`src/rtl/shift.sv`:
```
// Parameterised logical shift register with parallel load and direction select.
// Load beats shift; vacated bits are zero-filled, so WIDTH shifts drain it to 0.
module shift #(
   parameter int WIDTH = 8
) (
   input  logic             dir,
   input  logic             clk,
   input  logic             en,
   input  logic [WIDTH-1:0] a,
   output logic [WIDTH-1:0] y,
   input  logic             rst_n
);

   logic [WIDTH-1:0] q_q;
   logic [WIDTH-1:0] q_d;
   logic [WIDTH-1:0] shl;
   logic [WIDTH-1:0] shr;

   assign shl = {q_q[WIDTH-2:0], 1'b0};
   assign shr = {1'b0, q_q[WIDTH-1:1]};

   always_comb begin
      q_d = q_q;
      if (en) begin
         q_d = a;
      end else if (dir) begin
         q_d = shr;
      end else begin
         q_d = shl;
      end
   end

   always_ff @(posedge clk or negedge rst_n) begin
      if (!rst_n) begin
         q_q <= '0;
      end else begin
         q_q <= q_d;
      end
   end

   // Output straight from the register: no input-to-y combinational path.
   assign y = q_q;

endmodule

```
`config.mk`:
```
export PLATFORM = sky130hd
export DESIGN_NAME = shift
export DESIGN_NICKNAME = d
export VERILOG_FILES = /design/src/rtl/shift.sv
export SDC_FILE = /design/constraint.sdc
export NUM_CORES = 1
export LEC_CHECK = 0
export ABC_AREA = 1
export CAP_MARGIN = 15
export CORE_AREA = 2 2 39 41
export DETAILED_ROUTE_END_ITERATION = 6
export DIE_AREA = 0 0 41 43
export SKIP_LAST_GASP = 1
export SLEW_MARGIN = 20
export SYNTH_ARGS = -nofsm -noshare
export SYNTH_HDL_FRONTEND = slang
export SYNTH_SLANG_ARGS = --single-unit
```
`constraint.sdc`:
```
create_clock -name clk -period 0.9 [get_ports clk]
set_input_delay 0.09 -clock clk [delete_from_list [all_inputs] [get_ports clk]]
set_output_delay 0.09 -clock clk [all_outputs]
set_load 0.02 [all_outputs]
```
==> metrics.cfg, run 1 <==
[worst_setup_path]
setup.worst_path.class=reg -> out
endpoint_kind=output port
critical_path.startpoint_type=register
crit_family=flip-flops
critPathBufInv=1
cp.depth=1
rr_worst_depth=5
cp_cell_sequence=buf_6
critical_path_arrival_ns=0.80
worst_path_max_delay_cell=sky130_fd_sc_hd__dfrtp_1
cp.required_ns=0.81
critPathMaxFanout=2
slowest_delay_ns=0.41

[timing]
setup_viol=0
timing_hold_violations_final=0
fin_hold_ws_ns=0.125
fin_crit_sh=0.986
period_needed_ns=0.887
unrepaired_setup_endpoints_after_global_routing=true
worst-slew-pin-transition_ns=0.378
report.final.slew_viol_count=0
max-slew-margin-rel=0.747
clock-skew-final_ns=0.00185
fmax_mhz=1130

[synthesis]
synth_seq_area_share=0.494
ys_top_cells_by_area=sky130_fd_sc_hd__dfrtp_1, sky130_fd_sc_hd__nand2_1, sky130_fd_sc_hd__nand3_1
syn-num-nets=68
synth.avg_cell_area_sq_um=7.24
synth.top_cell.area_share=0.494
synth_cells=56
synth_seq_cells=8
ys_types=6
synth_enable_flop_cells=0
yosys_most_used_dff=sky130_fd_sc_hd__dfrtp_1
synth_warnings=0
post-synth-top-count-cell=sky130_fd_sc_hd__nand2_1
synth_area_leader_cell=sky130_fd_sc_hd__dfrtp_1
synthArstFlopShare=1.00
netlist_top_cells_count=sky130_fd_sc_hd__nand2_1, sky130_fd_sc_hd__dfrtp_1, sky130_fd_sc_hd__inv_1, sky130_fd_sc_hd__nand3_1
netlist_area_sq_um=405

[floorplanning]
die_w_um=41
placeableCoreArea_sq_um=1380
placementRows=14
ioPinCount=20
floorplan_die_area_sq_um=1760
chipHeight_um=43
initial_core_util=0.293

[grt]
first_global_vias=369
grt_remaining_overflow=0
antenna_found_initial=0
grt_overall_usage=0.129
grt_pass1_wl_mm=1.48
pin_count_of_the_biggest_net_entering_global_routing=9

[clock_network]
number_of_buffers_inserted_to_repair_setup_after_cts=0
clk_slew_on_worst_s_h_paths_ns=0.05
cts_tree=yes
clock_tree.buffer_depth=2
buffer_cell_driving_the_clock_tree_root=sky130_fd_sc_hd__clkbuf_4
clock_buffers_created_by_tritoncts=3
clkLatencyLatePin_ns=0.25
ctsHtreeMaxLevel=1
clock_sink_count=8

[power_and_ir_drop]
ir_drop_v=0.000549
pwr_density_cell_nw_per_um2=1470
leakage_nw=0.382

[drt]
drt-initial-drc-count=4
drc_errors=0
detail-route-antenna-nets=0
detailedRoute.firstPassIterationCount=2
wirelength_um=946
drt-wirelength-per-cell_um=9.46
routed-via-count=425
drt-vias-per-instance=4.25

[final_layout]
post_layout_nonfiller_instances=100
largest_register_ffs=8
ant_cells=0
area_growth_syn_to_layout_pct=63.0
final_net_count=98
final_design_area_no_fill_sq_um=661
post_layout_util=0.477
drive_above_1_share=0.274

[place]
post-place-cells=97
placedInstanceArea_sq_um=653
dp.final_hpwl_um=758
gp_congestion=0.717
port_buffers=19

[min_path]
hold_path.class=in -> async

[outcome]
outcome=finished clean

[run]
max_cap_viol_count=0

what timing repair did:
item | in CTS | in global routing
setup endpoints to repair | 8 | 9
cloned | 0 | 0
gates resized for setup | 32 | 10
pin swaps | 0 | 2
hold buffers | 0 | 0
final timing paths:
kind | endpoint | from | slack (ns)
setup / recovery | y[2] | y[2] | 0.01
hold / removal | y[4] | rst_n | 0.13
setup reg to reg | y[1] | y[2] | 0.04
hold reg to reg | y[1] | y[0] | 0.59
max in group asynchronous | y[1] | rst_n | 0.50
min in group clk | y[0] | dir | 0.25
where the power goes:
part	switching (mW)	total (mW)	internal (mW)
logic	0.139	0.286	0.148
registers	0.0207	0.415	0.394
clock network	0.117	0.269	0.152
total	0.276	0.970	0.694
cell type report:
class                      count  area, sq um
multi-input combinational     36          145
clock buffer                   3         22.5
inverter                      10         37.5
timing repair buffer          27          235
tap                           16         20.0
fill                         164          723
sequential                     8          200
metal layers:
layer	GRT usage	vias to the layer above	routed length (um)
met2	0.178	12	487
li1	-	224	-
met5	0	-	0
met3	0.0524	2	55
met1	0.159	187	395
met4	0.0800	0	6
cells by family (layout without fill, tap and decap cells):
group | count (synthesis) | in the layout | synth area share
simple gates | 36 | 36 | 0.358
buf+inv | 12 | 40 | 0.148
flops | 8 | 8 | 0.494
cell usage in the layout (no fill, tap or decap):
cell and count:
sky130_fd_sc_hd__inv_1 6, sky130_fd_sc_hd__dfrtp_1 8, sky130_fd_sc_hd__inv_2 4, sky130_fd_sc_hd__dlymetal6s2s_1 1
sky130_fd_sc_hd__clkbuf_4 3, sky130_fd_sc_hd__buf_2 5, sky130_fd_sc_hd__buf_4 7, sky130_fd_sc_hd__buf_6 4
sky130_fd_sc_hd__nand3_1 8, sky130_fd_sc_hd__clkdlybuf4s50_1 10, sky130_fd_sc_hd__nand2_1 28
metrics by stage:
| stage | setup TNS (ns) | setup slack [ns] | power, mW |
|---|---|---|---|
| 6_report | 0 | 0.0129 | 0.970 |
| 5_1_grt | -0.0787 | -0.0215 | 1.05 |
| 4_1_cts | -0.00102 | -0.00102 | 0.965 |
| 3_5_place_dp | -2.39 | -0.196 | 0.720 |
| 3_3_place_gp | -2.22 | -0.183 | 0.717 |
| 2_1_floorplan | 0 | 0.110 | 0.548 |
Note: power is estimated with default switching activity, not from simulation.
==> inputs of run 2 (changes only) <==
--- a/config.mk
+++ b/config.mk
@@ -15,3 +15,4 @@
 export SYNTH_ARGS = -nofsm -noshare
 export SYNTH_HDL_FRONTEND = slang
 export SYNTH_SLANG_ARGS = --single-unit
+export TNS_END_PERCENT = 30
==> constraint.sdc (replaced) <==
create_clock -name clk -period 0.91 [get_ports clk]
set_input_delay 0.091 -clock clk [delete_from_list [all_inputs] [get_ports clk]]
set_output_delay 0.091 -clock clk [all_outputs]
set_load 0.02 [all_outputs]
==> run 2 against run 1 <==
The flow now finishes with violations (negative setup slack). Largest cell class unchanged. Highest routed layer unchanged. Global-route usage is the same. Sequential share of layout area is the same. Cell count is the same. Clock power is essentially flat. Worst setup slack lost 0.068 ns.
==> metrics.cfg, run 2 (synthesis results as in run 1) <==
[grt]
first_global_vias=373  ; +1.1%
pin_count_of_the_biggest_net_entering_global_routing=9  ; unchanged
grt_pass1_wl_mm=1.48  ; unchanged
grt_overall_usage=0.129  ; unchanged
grt_remaining_overflow=0  ; unchanged
antenna_found_initial=0  ; unchanged

[final_layout]
post_layout_nonfiller_instances=100  ; unchanged
area_growth_syn_to_layout_pct=63.0  ; unchanged
final_net_count=98  ; unchanged
drive_above_1_share=0.250  ; -0.0238
ant_cells=0  ; unchanged
final_common_cell=sky130_fd_sc_hd__nand2_1
final_cell_mix=sky130_fd_sc_hd__nand2_1, sky130_fd_sc_hd__clkdlybuf4s50_1
area.sequential_sq_um=200  ; unchanged
multi_input_area_sq_um=145  ; unchanged
largest_register_ffs=8  ; unchanged
n_fill_cell=159  ; -3.0%

[place]
port_buffers=19  ; unchanged
gp_congestion=0.717  ; unchanged
dp.final_hpwl_um=758  ; unchanged
post-place-cells=97  ; unchanged

[timing]
clock-skew-final_ns=0.00299  ; +0.00114 ns
timing_hold_violations_final=0  ; unchanged
worst-slew-pin-transition_ns=0.380  ; +0.00195 ns
max-slew-margin-rel=0.746  ; -0.00130
fmax_mhz=1040
unrepaired_setup_endpoints_after_global_routing=true
setup_viol=3  ; +3
setup_slack_ns=-0.0552  ; -0.0681 ns
fin_crit_sh=1.06
period_needed_ns=0.965
report.final.slew_viol_count=0  ; unchanged

[worst_setup_path]
critPathMaxFanout=2  ; unchanged
slowest_delay_ns=0.37  ; -0.04 ns
critical_path.startpoint_type=register
worst_path_max_delay_cell=sky130_fd_sc_hd__dfrtp_1
critical_path_arrival_ns=0.87  ; +0.07 ns
setup.worst_path.class=reg -> out
cp_cell_sequence=clkdlybuf4s15_2
endpoint_kind=output port
critPathBufInv=1  ; unchanged
cp.required_ns=0.82  ; about the same
crit_family=flip-flops

[floorplanning]
chipHeight_um=43  ; unchanged
initial_core_util=0.293  ; unchanged
floorplan_die_area_sq_um=1760  ; unchanged
die_w_um=41  ; unchanged
placeableCoreArea_sq_um=1380  ; unchanged
placementRows=14  ; unchanged
ioPinCount=20  ; unchanged

[outcome]
outcome=complete, but fails checks
violated_checks=negative setup slack

[drt]
detailedRoute.firstPassIterationCount=2  ; unchanged
drc_errors=0  ; unchanged
drt-vias-per-instance=4.26  ; +0.24%
detail-route-antenna-nets=0  ; unchanged
drt-initial-drc-count=2  ; -2
wirelength_um=908  ; -4.0%
drt-wirelength-per-cell_um=9.08  ; -4.0%
routed-via-count=426  ; +0.24%

[power_and_ir_drop]
pwr_density_cell_nw_per_um2=1440  ; -2.2%
ir_drop_v=0.000535  ; -2.4%
p_total_mw=0.949  ; -2.2%
leakage_nw=0.370  ; -3.1%

[clock_network]
clock_tree.buffer_depth=2  ; unchanged
buffer_cell_driving_the_clock_tree_root=sky130_fd_sc_hd__clkbuf_4
clock_sink_count=8  ; unchanged
cts_tree=yes
clk_slew_on_worst_s_h_paths_ns=0.05  ; about the same
clkLatencyLatePin_ns=0.25  ; about the same
ctsHtreeMaxLevel=1  ; unchanged
hold_buffers=0  ; unchanged
clock_buffers_created_by_tritoncts=3  ; unchanged

[run]
max_cap_viol_count=0  ; unchanged

[min_path]
hold_path.class=in -> async

-- run 2: changes by cell type in the layout (fill, tap and decap cells not counted), sizes merged --
cell | before | now
buf | 16 | 13
clkdlybuf4s50 | 10 | 11
clkdlybuf4s15 | 0 | 3
dlymetal6s2s | 1 | 0
-- run 2: final timing paths --
path / startpoint / end / slack [ns] / cells after the start
max in group asynchronous: rst_n / y[6] / 0.51 / 1
worst min register to register: y[0] / y[1] / 0.58 / 4
min in group clk: a[6] / y[6] / 0.38 / 3
worst min-delay path: rst_n / y[4] / 0.13 / 1
worst max register to register: y[2] / y[1] / 0.02 / 5
worst max-delay path: y[0] / y[0] / -0.06 / 1
-- run 2: timing repair --
action	CTS	global route
gates resized for setup	26	5
setup endpoints to repair	8	10
setup buffers	0	0
-- run 2: metal layers --
layer | global-route usage | share of wire | vias to the layer above
li1 | - | - | 224
met1 | 0.156 | 0.44 | 188
met2 | 0.181 | 0.50 | 12
met3 | 0.0524 | 0.059 | 2
met4 | 0.0800 | 0.0066 | 0
met5 | 0 | 0 | -
-- run 2: layout make-up --
class                           instances  share of cell area
Clock buffer                            3              0.0341
Inverter                               10              0.0568
Multi-Input combinational cell         36               0.220
Sequential cell                         8               0.303
Tap cell                               16              0.0303
Timing Repair Buffer                   27               0.356
-- run 2: per-stage QoR --
step,TNS (ns),utilization,cell area (sq um),worst slack (ns),hold WS (ns)
4_1_cts,-0.381,0.486,673,-0.0695,0.131
5_1_grt,-0.334,0.477,661,-0.0864,0.141
3_3_place_gp,-2.07,0.472,653,-0.174,0.399
3_5_place_dp,-2.25,0.472,653,-0.187,0.400
6_report,-0.151,0.477,661,-0.0552,0.126
2_1_floorplan,0,-,405,0.120,-0.205
-- run 2: where the power goes --
part	total [mW]	leakage, nW	switching, mW	internal, mW
clock	0.267	0.0138	0.116	0.151
sequential	0.407	0.0967	0.0171	0.390
combinational	0.276	0.259	0.135	0.141
